`src/rtl/btf_addr_gen_if.sv`:
```
// Bundle between a transform controller and the butterfly address sequencer.
// The controller side is master; the sequencer itself uses the slave modport.
interface btf_addr_gen_if #(
   parameter int LOGN = 8
);
   logic            start;
   logic            mode_dit;
   logic            scale;
   logic            stall;
   logic            busy;
   logic            done;
   logic            rd_valid;
   logic [LOGN-1:0] rd_addr_a;
   logic [LOGN-1:0] rd_addr_b;
   logic [LOGN-1:0] tw_addr;
   logic            dif_dit;
   logic            div_by_2;
   logic [1:0]      opcode;
   logic            wr_valid;
   logic [LOGN-1:0] wr_addr_a;
   logic [LOGN-1:0] wr_addr_b;

   modport master (
      output start, mode_dit, scale, stall,
      input  busy, done, rd_valid, rd_addr_a, rd_addr_b, tw_addr, dif_dit,
             div_by_2, opcode, wr_valid, wr_addr_a, wr_addr_b
   );

   modport slave (
      input  start, mode_dit, scale, stall,
      output busy, done, rd_valid, rd_addr_a, rd_addr_b, tw_addr, dif_dit,
             div_by_2, opcode, wr_valid, wr_addr_a, wr_addr_b
   );
endinterface

```
`src/rtl/btf_addr_gen.sv`:
```
// Butterfly address sequencer for an in-place NTT (DIT) / INTT (DIF) over 2^LOGN points.
// Issues read/twiddle addresses one butterfly per cycle and replays them as write addresses.
module btf_addr_gen #(
   parameter int LOGN    = 8,
   parameter int BTF_LAT = 5
) (
   input logic           clk,
   input logic           rst,
   btf_addr_gen_if.slave bus
);
   localparam int SW = $clog2(LOGN);
   localparam int CW = $clog2(BTF_LAT + 1);

   localparam logic [LOGN-1:0] ONE_N      = LOGN'(1);
   localparam logic [LOGN-1:0] N_HALF     = ONE_N << (LOGN - 1);
   localparam logic [SW:0]     STG_ONE_W  = (SW + 1)'(1);
   localparam logic [SW:0]     LOGN_W     = (SW + 1)'(LOGN);
   localparam logic [SW-1:0]   STG_ONE    = SW'(1);
   localparam logic [SW-1:0]   LAST_STAGE = SW'(LOGN - 1);
   localparam logic [CW-1:0]   CNT_ONE    = CW'(1);
   localparam logic [CW-1:0]   LAT_M1     = CW'(BTF_LAT - 1);
   localparam logic [CW-1:0]   LAT_C      = CW'(BTF_LAT);

   typedef enum logic [1:0] {
      ST_IDLE  = 2'd0,
      ST_RUN   = 2'd1,
      ST_GAP   = 2'd2,
      ST_DRAIN = 2'd3
   } state_t;

   state_t          state_r, state_nx_s;
   logic [SW-1:0]   stage_r;
   logic [LOGN-1:0] grp_r, idx_r;
   logic [CW-1:0]   cnt_r;
   logic            mode_r, scale_r;

   logic            dit_s, scl_s;
   logic [SW:0]     stage_p1_s, inv_s, shamt_s;
   logic [LOGN-1:0] half_s, groups_s, addr_a_s, addr_b_s, tw_s;
   logic            idx_last_s, grp_last_s, bfly_last_s, stage_last_s;
   logic            issue_s, done_set_s;

   logic            rd_valid_r, div_r, busy_r, done_r;
   logic [LOGN-1:0] rd_a_r, rd_b_r, tw_r;
   logic [BTF_LAT-1:0] vpipe_r;
   logic [LOGN-1:0] apipe_r [BTF_LAT];
   logic [LOGN-1:0] bpipe_r [BTF_LAT];

   // Butterfly geometry for the current (stage, group, index); the start cycle uses the live mode inputs.
   always_comb begin
      if (state_r == ST_IDLE) begin
         dit_s = bus.mode_dit;
         scl_s = bus.scale;
      end else begin
         dit_s = mode_r;
         scl_s = scale_r;
      end
      stage_p1_s = {1'b0, stage_r} + STG_ONE_W;
      inv_s      = LOGN_W - {1'b0, stage_r};
      if (dit_s) begin
         half_s   = N_HALF >> stage_r;
         groups_s = ONE_N << stage_r;
         shamt_s  = inv_s;
         tw_s     = (ONE_N << stage_r) + grp_r;
      end else begin
         half_s   = ONE_N << stage_r;
         groups_s = N_HALF >> stage_r;
         shamt_s  = stage_p1_s;
         // N>>s wraps to 0 at s=0 in LOGN bits, so the modular result is still N-1-g.
         tw_s     = (ONE_N << inv_s) - ONE_N - grp_r;
      end
      addr_a_s     = (grp_r << shamt_s) + idx_r;
      addr_b_s     = addr_a_s + half_s;
      idx_last_s   = (idx_r == (half_s - ONE_N));
      grp_last_s   = (grp_r == (groups_s - ONE_N));
      bfly_last_s  = idx_last_s && grp_last_s;
      stage_last_s = (stage_r == LAST_STAGE);
   end

   // FSM state register.
   always_ff @(posedge clk) begin
      if (rst) begin
         state_r <= ST_IDLE;
      end else begin
         state_r <= state_nx_s;
      end
   end

   // FSM next-state logic.
   always_comb begin
      state_nx_s = state_r;
      case (state_r)
         ST_IDLE: begin
            if (bus.start) state_nx_s = ST_RUN;
            else           state_nx_s = ST_IDLE;
         end
         ST_RUN: begin
            if (issue_s && bfly_last_s) state_nx_s = stage_last_s ? ST_DRAIN : ST_GAP;
            else                        state_nx_s = ST_RUN;
         end
         ST_GAP: begin
            if (cnt_r == LAT_M1) state_nx_s = ST_RUN;
            else                 state_nx_s = ST_GAP;
         end
         ST_DRAIN: begin
            if (cnt_r == LAT_C) state_nx_s = ST_IDLE;
            else                state_nx_s = ST_DRAIN;
         end
         default: state_nx_s = ST_IDLE;
      endcase
   end

   // FSM outputs: the accepting IDLE cycle already issues the first butterfly.
   always_comb begin
      issue_s    = 1'b0;
      done_set_s = 1'b0;
      case (state_r)
         ST_IDLE:  issue_s    = bus.start;
         ST_RUN:   issue_s    = ~bus.stall;
         ST_GAP:   issue_s    = 1'b0;
         ST_DRAIN: done_set_s = (cnt_r == LAT_M1);
         default:  issue_s    = 1'b0;
      endcase
   end

   // Stage/group/index walk (index fastest), phase counter and start-time mode latch.
   always_ff @(posedge clk) begin
      if (rst) begin
         stage_r <= '0;
         grp_r   <= '0;
         idx_r   <= '0;
         cnt_r   <= '0;
         mode_r  <= 1'b0;
         scale_r <= 1'b0;
      end else begin
         if (issue_s) begin
            if (!idx_last_s) begin
               idx_r <= idx_r + ONE_N;
            end else if (!grp_last_s) begin
               idx_r <= '0;
               grp_r <= grp_r + ONE_N;
            end else begin
               idx_r   <= '0;
               grp_r   <= '0;
               stage_r <= stage_last_s ? '0 : stage_r + STG_ONE;
            end
         end
         if (state_nx_s != state_r) begin
            cnt_r <= '0;
         end else if ((state_r == ST_GAP) || (state_r == ST_DRAIN)) begin
            cnt_r <= cnt_r + CNT_ONE;
         end else begin
            cnt_r <= '0;
         end
         if ((state_r == ST_IDLE) && bus.start) begin
            mode_r  <= bus.mode_dit;
            scale_r <= bus.scale;
         end
      end
   end

   // Registered read-side outputs; addresses hold while nothing issues.
   always_ff @(posedge clk) begin
      if (rst) begin
         rd_valid_r <= 1'b0;
         rd_a_r     <= '0;
         rd_b_r     <= '0;
         tw_r       <= '0;
         div_r      <= 1'b0;
         busy_r     <= 1'b0;
         done_r     <= 1'b0;
      end else begin
         rd_valid_r <= issue_s;
         div_r      <= issue_s && stage_last_s && !dit_s && scl_s;
         busy_r     <= (state_nx_s != ST_IDLE);
         done_r     <= done_set_s;
         if (issue_s) begin
            rd_a_r <= addr_a_s;
            rd_b_r <= addr_b_s;
            tw_r   <= tw_s;
         end
      end
   end

   // Write-back delay line matching the butterfly latency; free-running through stalls.
   always_ff @(posedge clk) begin
      if (rst) begin
         vpipe_r <= '0;
         for (int k = 0; k < BTF_LAT; k++) begin
            apipe_r[k] <= '0;
            bpipe_r[k] <= '0;
         end
      end else begin
         vpipe_r[0] <= rd_valid_r;
         apipe_r[0] <= rd_a_r;
         bpipe_r[0] <= rd_b_r;
         for (int k = 1; k < BTF_LAT; k++) begin
            vpipe_r[k] <= vpipe_r[k-1];
            apipe_r[k] <= apipe_r[k-1];
            bpipe_r[k] <= bpipe_r[k-1];
         end
      end
   end

   assign bus.busy      = busy_r;
   assign bus.done      = done_r;
   assign bus.rd_valid  = rd_valid_r;
   assign bus.rd_addr_a = rd_a_r;
   assign bus.rd_addr_b = rd_b_r;
   assign bus.tw_addr   = tw_r;
   assign bus.dif_dit   = mode_r;
   assign bus.div_by_2  = div_r;
   assign bus.opcode    = 2'd0;
   assign bus.wr_valid  = vpipe_r[BTF_LAT-1];
   assign bus.wr_addr_a = apipe_r[BTF_LAT-1];
   assign bus.wr_addr_b = bpipe_r[BTF_LAT-1];
endmodule

```
`src/flat_wrapper.sv`:
```
// flat-port wrapper written by rule: the top's interface ports become plain ports
module btf_addr_gen_flat 
#(
   parameter int LOGN    = 8,
   parameter int BTF_LAT = 5
)
  (clk, rst, bus_start, bus_mode_dit, bus_scale, bus_stall, bus_busy, bus_done, bus_rd_valid, bus_rd_addr_a, bus_rd_addr_b, bus_tw_addr, bus_dif_dit, bus_div_by_2, bus_opcode, bus_wr_valid, bus_wr_addr_a, bus_wr_addr_b);
  btf_addr_gen_if #(.LOGN(LOGN)) bus_i ();
  input logic clk;
  input logic rst;
  input wire logic [$bits(bus_i.start)-1:0] bus_start;
  input wire logic [$bits(bus_i.mode_dit)-1:0] bus_mode_dit;
  input wire logic [$bits(bus_i.scale)-1:0] bus_scale;
  input wire logic [$bits(bus_i.stall)-1:0] bus_stall;
  output wire logic [$bits(bus_i.busy)-1:0] bus_busy;
  output wire logic [$bits(bus_i.done)-1:0] bus_done;
  output wire logic [$bits(bus_i.rd_valid)-1:0] bus_rd_valid;
  output wire logic [$bits(bus_i.rd_addr_a)-1:0] bus_rd_addr_a;
  output wire logic [$bits(bus_i.rd_addr_b)-1:0] bus_rd_addr_b;
  output wire logic [$bits(bus_i.tw_addr)-1:0] bus_tw_addr;
  output wire logic [$bits(bus_i.dif_dit)-1:0] bus_dif_dit;
  output wire logic [$bits(bus_i.div_by_2)-1:0] bus_div_by_2;
  output wire logic [$bits(bus_i.opcode)-1:0] bus_opcode;
  output wire logic [$bits(bus_i.wr_valid)-1:0] bus_wr_valid;
  output wire logic [$bits(bus_i.wr_addr_a)-1:0] bus_wr_addr_a;
  output wire logic [$bits(bus_i.wr_addr_b)-1:0] bus_wr_addr_b;
  assign bus_i.start = bus_start;
  assign bus_i.mode_dit = bus_mode_dit;
  assign bus_i.scale = bus_scale;
  assign bus_i.stall = bus_stall;
  assign bus_busy = bus_i.busy;
  assign bus_done = bus_i.done;
  assign bus_rd_valid = bus_i.rd_valid;
  assign bus_rd_addr_a = bus_i.rd_addr_a;
  assign bus_rd_addr_b = bus_i.rd_addr_b;
  assign bus_tw_addr = bus_i.tw_addr;
  assign bus_dif_dit = bus_i.dif_dit;
  assign bus_div_by_2 = bus_i.div_by_2;
  assign bus_opcode = bus_i.opcode;
  assign bus_wr_valid = bus_i.wr_valid;
  assign bus_wr_addr_a = bus_i.wr_addr_a;
  assign bus_wr_addr_b = bus_i.wr_addr_b;
  btf_addr_gen #(.LOGN(LOGN), .BTF_LAT(BTF_LAT)) u_core (.clk(clk), .rst(rst), .bus(bus_i));
endmodule
```
`config.mk`:
```
export PLATFORM = sky130hd
export DESIGN_NAME = btf_addr_gen_flat
export DESIGN_NICKNAME = d
export VERILOG_FILES = /design/src/rtl/btf_addr_gen_if.sv /design/src/rtl/btf_addr_gen.sv /design/src/flat_wrapper.sv
export SDC_FILE = /design/constraint.sdc
export NUM_CORES = 1
export LEC_CHECK = 0
export BUFFER_PORTS_ARGS = -buffer_cell sky130_fd_sc_hd__buf_2
export CAP_MARGIN = 20
export CORE_MARGIN = 1.5
export CORE_UTILIZATION = 56
export DETAILED_ROUTE_END_ITERATION = 10
export MAX_ROUTING_LAYER = met4
export PLACE_DENSITY = 0.75
export SYNTH_ARGS = -nofsm -noshare
export SYNTH_HDL_FRONTEND = slang
export SYNTH_SLANG_ARGS = --single-unit
```
`constraint.sdc`:
```
create_clock -name clk -period 6.9 [get_ports clk]
set_input_delay 1.38 -clock clk [delete_from_list [all_inputs] [get_ports clk]]
set_output_delay 1.38 -clock clk [all_outputs]
set_load 0.01 [all_outputs]
```
==> flow_summary.yaml <==
sta:
  setup_violations: 0
  hold_viol_final: 0
  hold_ws_ns: 0.430
  slew_viol_final: 0
  worst_pin_slew_ns: 0.996
  final.setup.worst_slack_ns: 1.75
  slew_headroom: 0.336
  max_freq_ghz: 0.194
  rsz0062_at_grt: "no"
  layout_worst_path_cycle_share: 0.747
  fin_skew_ns: 0.00762
  setup-tns-final_ns: 0
  period_minus_slack_ns: 5.15
global_routing:
  grt_overflow_total: 0
  antenna_found_initial: 0
  grt_max_degree: 101
  grt_pass1_wl_microns: 26900
  globalRouteTotalUtil: 0.274
  grt_pass1_vias: 5197
detailed_routing:
  vias: 5466
  first_iter_violations: 404
  dr.pass1.iters: 5
  wl_per_cell_microns: 17.2
  avgViaCountPerCell: 5.55
  ant_nets: 0
  drt-total-wl_microns: 16900
  drc: 0
worst_setup_path:
  r2r_start: "u_core.stage_r[2]"
  rr_worst_depth: 15
  cp_max_fo: 19
  critPathArrivalTime_ns: 5.46
  r2r_end: "u_core.bus.rd_addr_b[6]"
  crit_type: "primary input to flop"
  end_kind: "flop"
  cp-start-kind: "primary input"
  crit_required_ns: 7.20
  ff2ff_setup_slack_ns: 2.00
placed_design:
  post-place-ws_ns: 1.37
  portBuffers: 51
  routabilityCongestion: 0.952
  dp_hpwl_microns: 12400
clock_network:
  cts_root_buf: "clkbuf_16"
  holdBufCountCts: 0
  h-tree-depth: 4
  cts_tree: "done"
  postCtsResizedCells: 0
  postCtsSetupRepairBufs: 0
  max-clock-path-buffers: 2
  clock-sinks: 139
  path_clk_slew_ns: 0.06
  cts_buffers: 17
  worstSkewPairLatency_ns: 0.41
yosys:
  synth-seq-cells: 139
  synth-edff-count: 0
  ys_types: 69
  syn_avg_cell_area_sq_um: 8.97
  yosysWarningCount: 0
  syn_area_sq_um: 7020
  synth-seq-area-share: 0.396
  synthCells: 783
  async_flop_share: 0
  synthFlopType: "dfxtp_1"
die:
  rows: 40
  core-area_sq_um: 12100
  ioPinCount: 54
  initial_utilization: 0.580
  dieArea_sq_um: 13200
  die_h_microns: 115
  die_w_microns: 115
layout:
  finalNetCount: 853
  diodes: 0
  drive_gt1_frac: 0.127
  areaGrowthSynthToFinish_pct: 11.9
  utilization: 0.649
  fillers: 1014
worst_hold_path:
  hold_depth: 1
  holdCritPathClass: "flop to flop"
  worstHoldStart: "u_core.apipe_r[0][19]"
  hold_end: "u_core.apipe_r[0][27]"
flow_run:
  maxCapViolCount: 0
power:
  power_mw: 1.92
  ir_drop_uv: 170
  power_density_nw_per_um2: 244
  leakagePower_nw: 3.27
outcome:
  outcome: "complete, no violations"
-- worst max path at each step --
stage / start / cells after the start / slack, ns / to
floorplan: bus_mode_dit / 16 / 1.66 / u_core.bus.rd_addr_b[6]
global placement: bus_mode_dit / 15 / 1.50 / u_core.grp_r[3]
detailed placement: bus_mode_dit / 15 / 1.37 / u_core.grp_r[6]
CTS: bus_mode_dit / 15 / 1.79 / u_core.grp_r[6]
global route: bus_mode_dit / 15 / 1.37 / u_core.grp_r[3]
finish: bus_mode_dit / 15 / 1.75 / u_core.grp_r[6]
-- Yosys cell counts, drive strengths merged, types with 5 or more instances --
library cell	count	area (sq um)
a21o	8	60.1
a21oi	50	250
a31oi	7	43.8
and2	15	93.8
and3	8	55.1
buf	29	204
clkbuf	27	101
dfxtp	139	2780
ha	40	500
inv	28	105
nand2	67	254
nand2b	8	50.1
nand3	20	100
nand4	7	43.8
nor2	49	184
nor2b	88	551
nor3	14	70.1
o211ai	11	82.6
o21ai	23	119
or3	5	41.3
xnor2	61	534
xor2	6	52.6
-- report_power, final --
group / internal (mW) / total, mW / switching, mW / leakage, nW
sequential: 0.821 / 0.834 / 0.0126 / 1.13
clock: 0.605 / 0.947 / 0.342 / 0.300
combinational: 0.0515 / 0.137 / 0.0856 / 1.85
total: 1.48 / 1.92 / 0.440 / 3.27
-- logic make-up after synthesis --
| logic type | share of synthesized area |
|---|---|
| XOR/XNOR | 0.0900 |
| AND/OR/NAND/NOR | 0.229 |
| multiplexers | 0.0109 |
| flip-flops | 0.396 |
| adder cells (fa/ha/maj) | 0.0827 |
| buffers and inverters | 0.0595 |
| other | 0.000534 |
| AO/OA/AOI/OAI | 0.131 |
-- metal layers --
layer  up-vias  track usage  part of all wire  routed length [microns]
li1       2676            -                 -                        -
met1      2578        0.310              0.42                     7010
met3        37       0.0564             0.047                      790
met4         0        0.114             0.031                      518
met2       175        0.473              0.51                     8570
met5         -            -                 0                        0
-- state kept, by name (all words and copies together), names as in the netlist, 2 cells and up --
name                  cells
u_core.apipe_r           40
u_core.bpipe_r           40
u_core.bus.rd_addr_a      8
u_core.bus.rd_addr_b      8
u_core.bus.tw_addr        8
u_core.grp_r              8
u_core.idx_r              8
u_core.vpipe_r            5
u_core.cnt_r              3
u_core.stage_r            3
u_core.state_r            2
-- metrics by stage --
step	cell area (sq um)	std cells
2_1_floorplan	7030	784
3_3_place_gp	7240	953
5_1_grt	7860	984
4_1_cts	7860	984
3_5_place_dp	7240	953
6_report	7860	984
-- final cells by class --
type | instances | area (sq um) | area share
inverter | 30 | 113 | 0.0143
multi-input combinational | 559 | 3830 | 0.487
timing repair buffer | 57 | 303 | 0.0385
sequential | 139 | 2780 | 0.354
clock inverter | 14 | 194 | 0.0247
tap | 168 | 210 | 0.0268
clock buffer | 17 | 425 | 0.0541
-- critical path, cell delays in order --
cell and delay [ns]:
buf_2 0.10, nor3b_2 0.43, nor2_1 0.10, buf_4 0.22, o21ai_0 0.57, inv_1 0.10, ha_1 0.29, o41ai_1 0.46
xnor2_1 0.18, xnor2_1 0.13, o21ai_1 0.11, or3b_1 0.48, nor4_4 0.51, or2_2 0.30, nor2_1 0.08
-- cell usage in the layout, fill, tap and decap left out, types with 4 or more instances in the layout --
cell type,n
a21oi_1,49
nand2b_1,8
nor2b_1,88
a211oi_1,4
buf_2,50
bufinv_16,4
nand3_1,20
a21o_1,8
nand4_1,7
inv_1,27
clkbuf_16,17
o21ai_0,19
a31oi_1,7
and3_1,7
ha_1,40
o21bai_1,4
nor3_1,14
xnor2_1,61
o211ai_1,11
nor2_1,49
and4_1,4
and2_1,15
buf_4,7
nand2_1,66
a311oi_1,4
dfxtp_1,139
xor2_1,6
inv_6,4
Note: power is estimated with default switching activity, not from simulation.
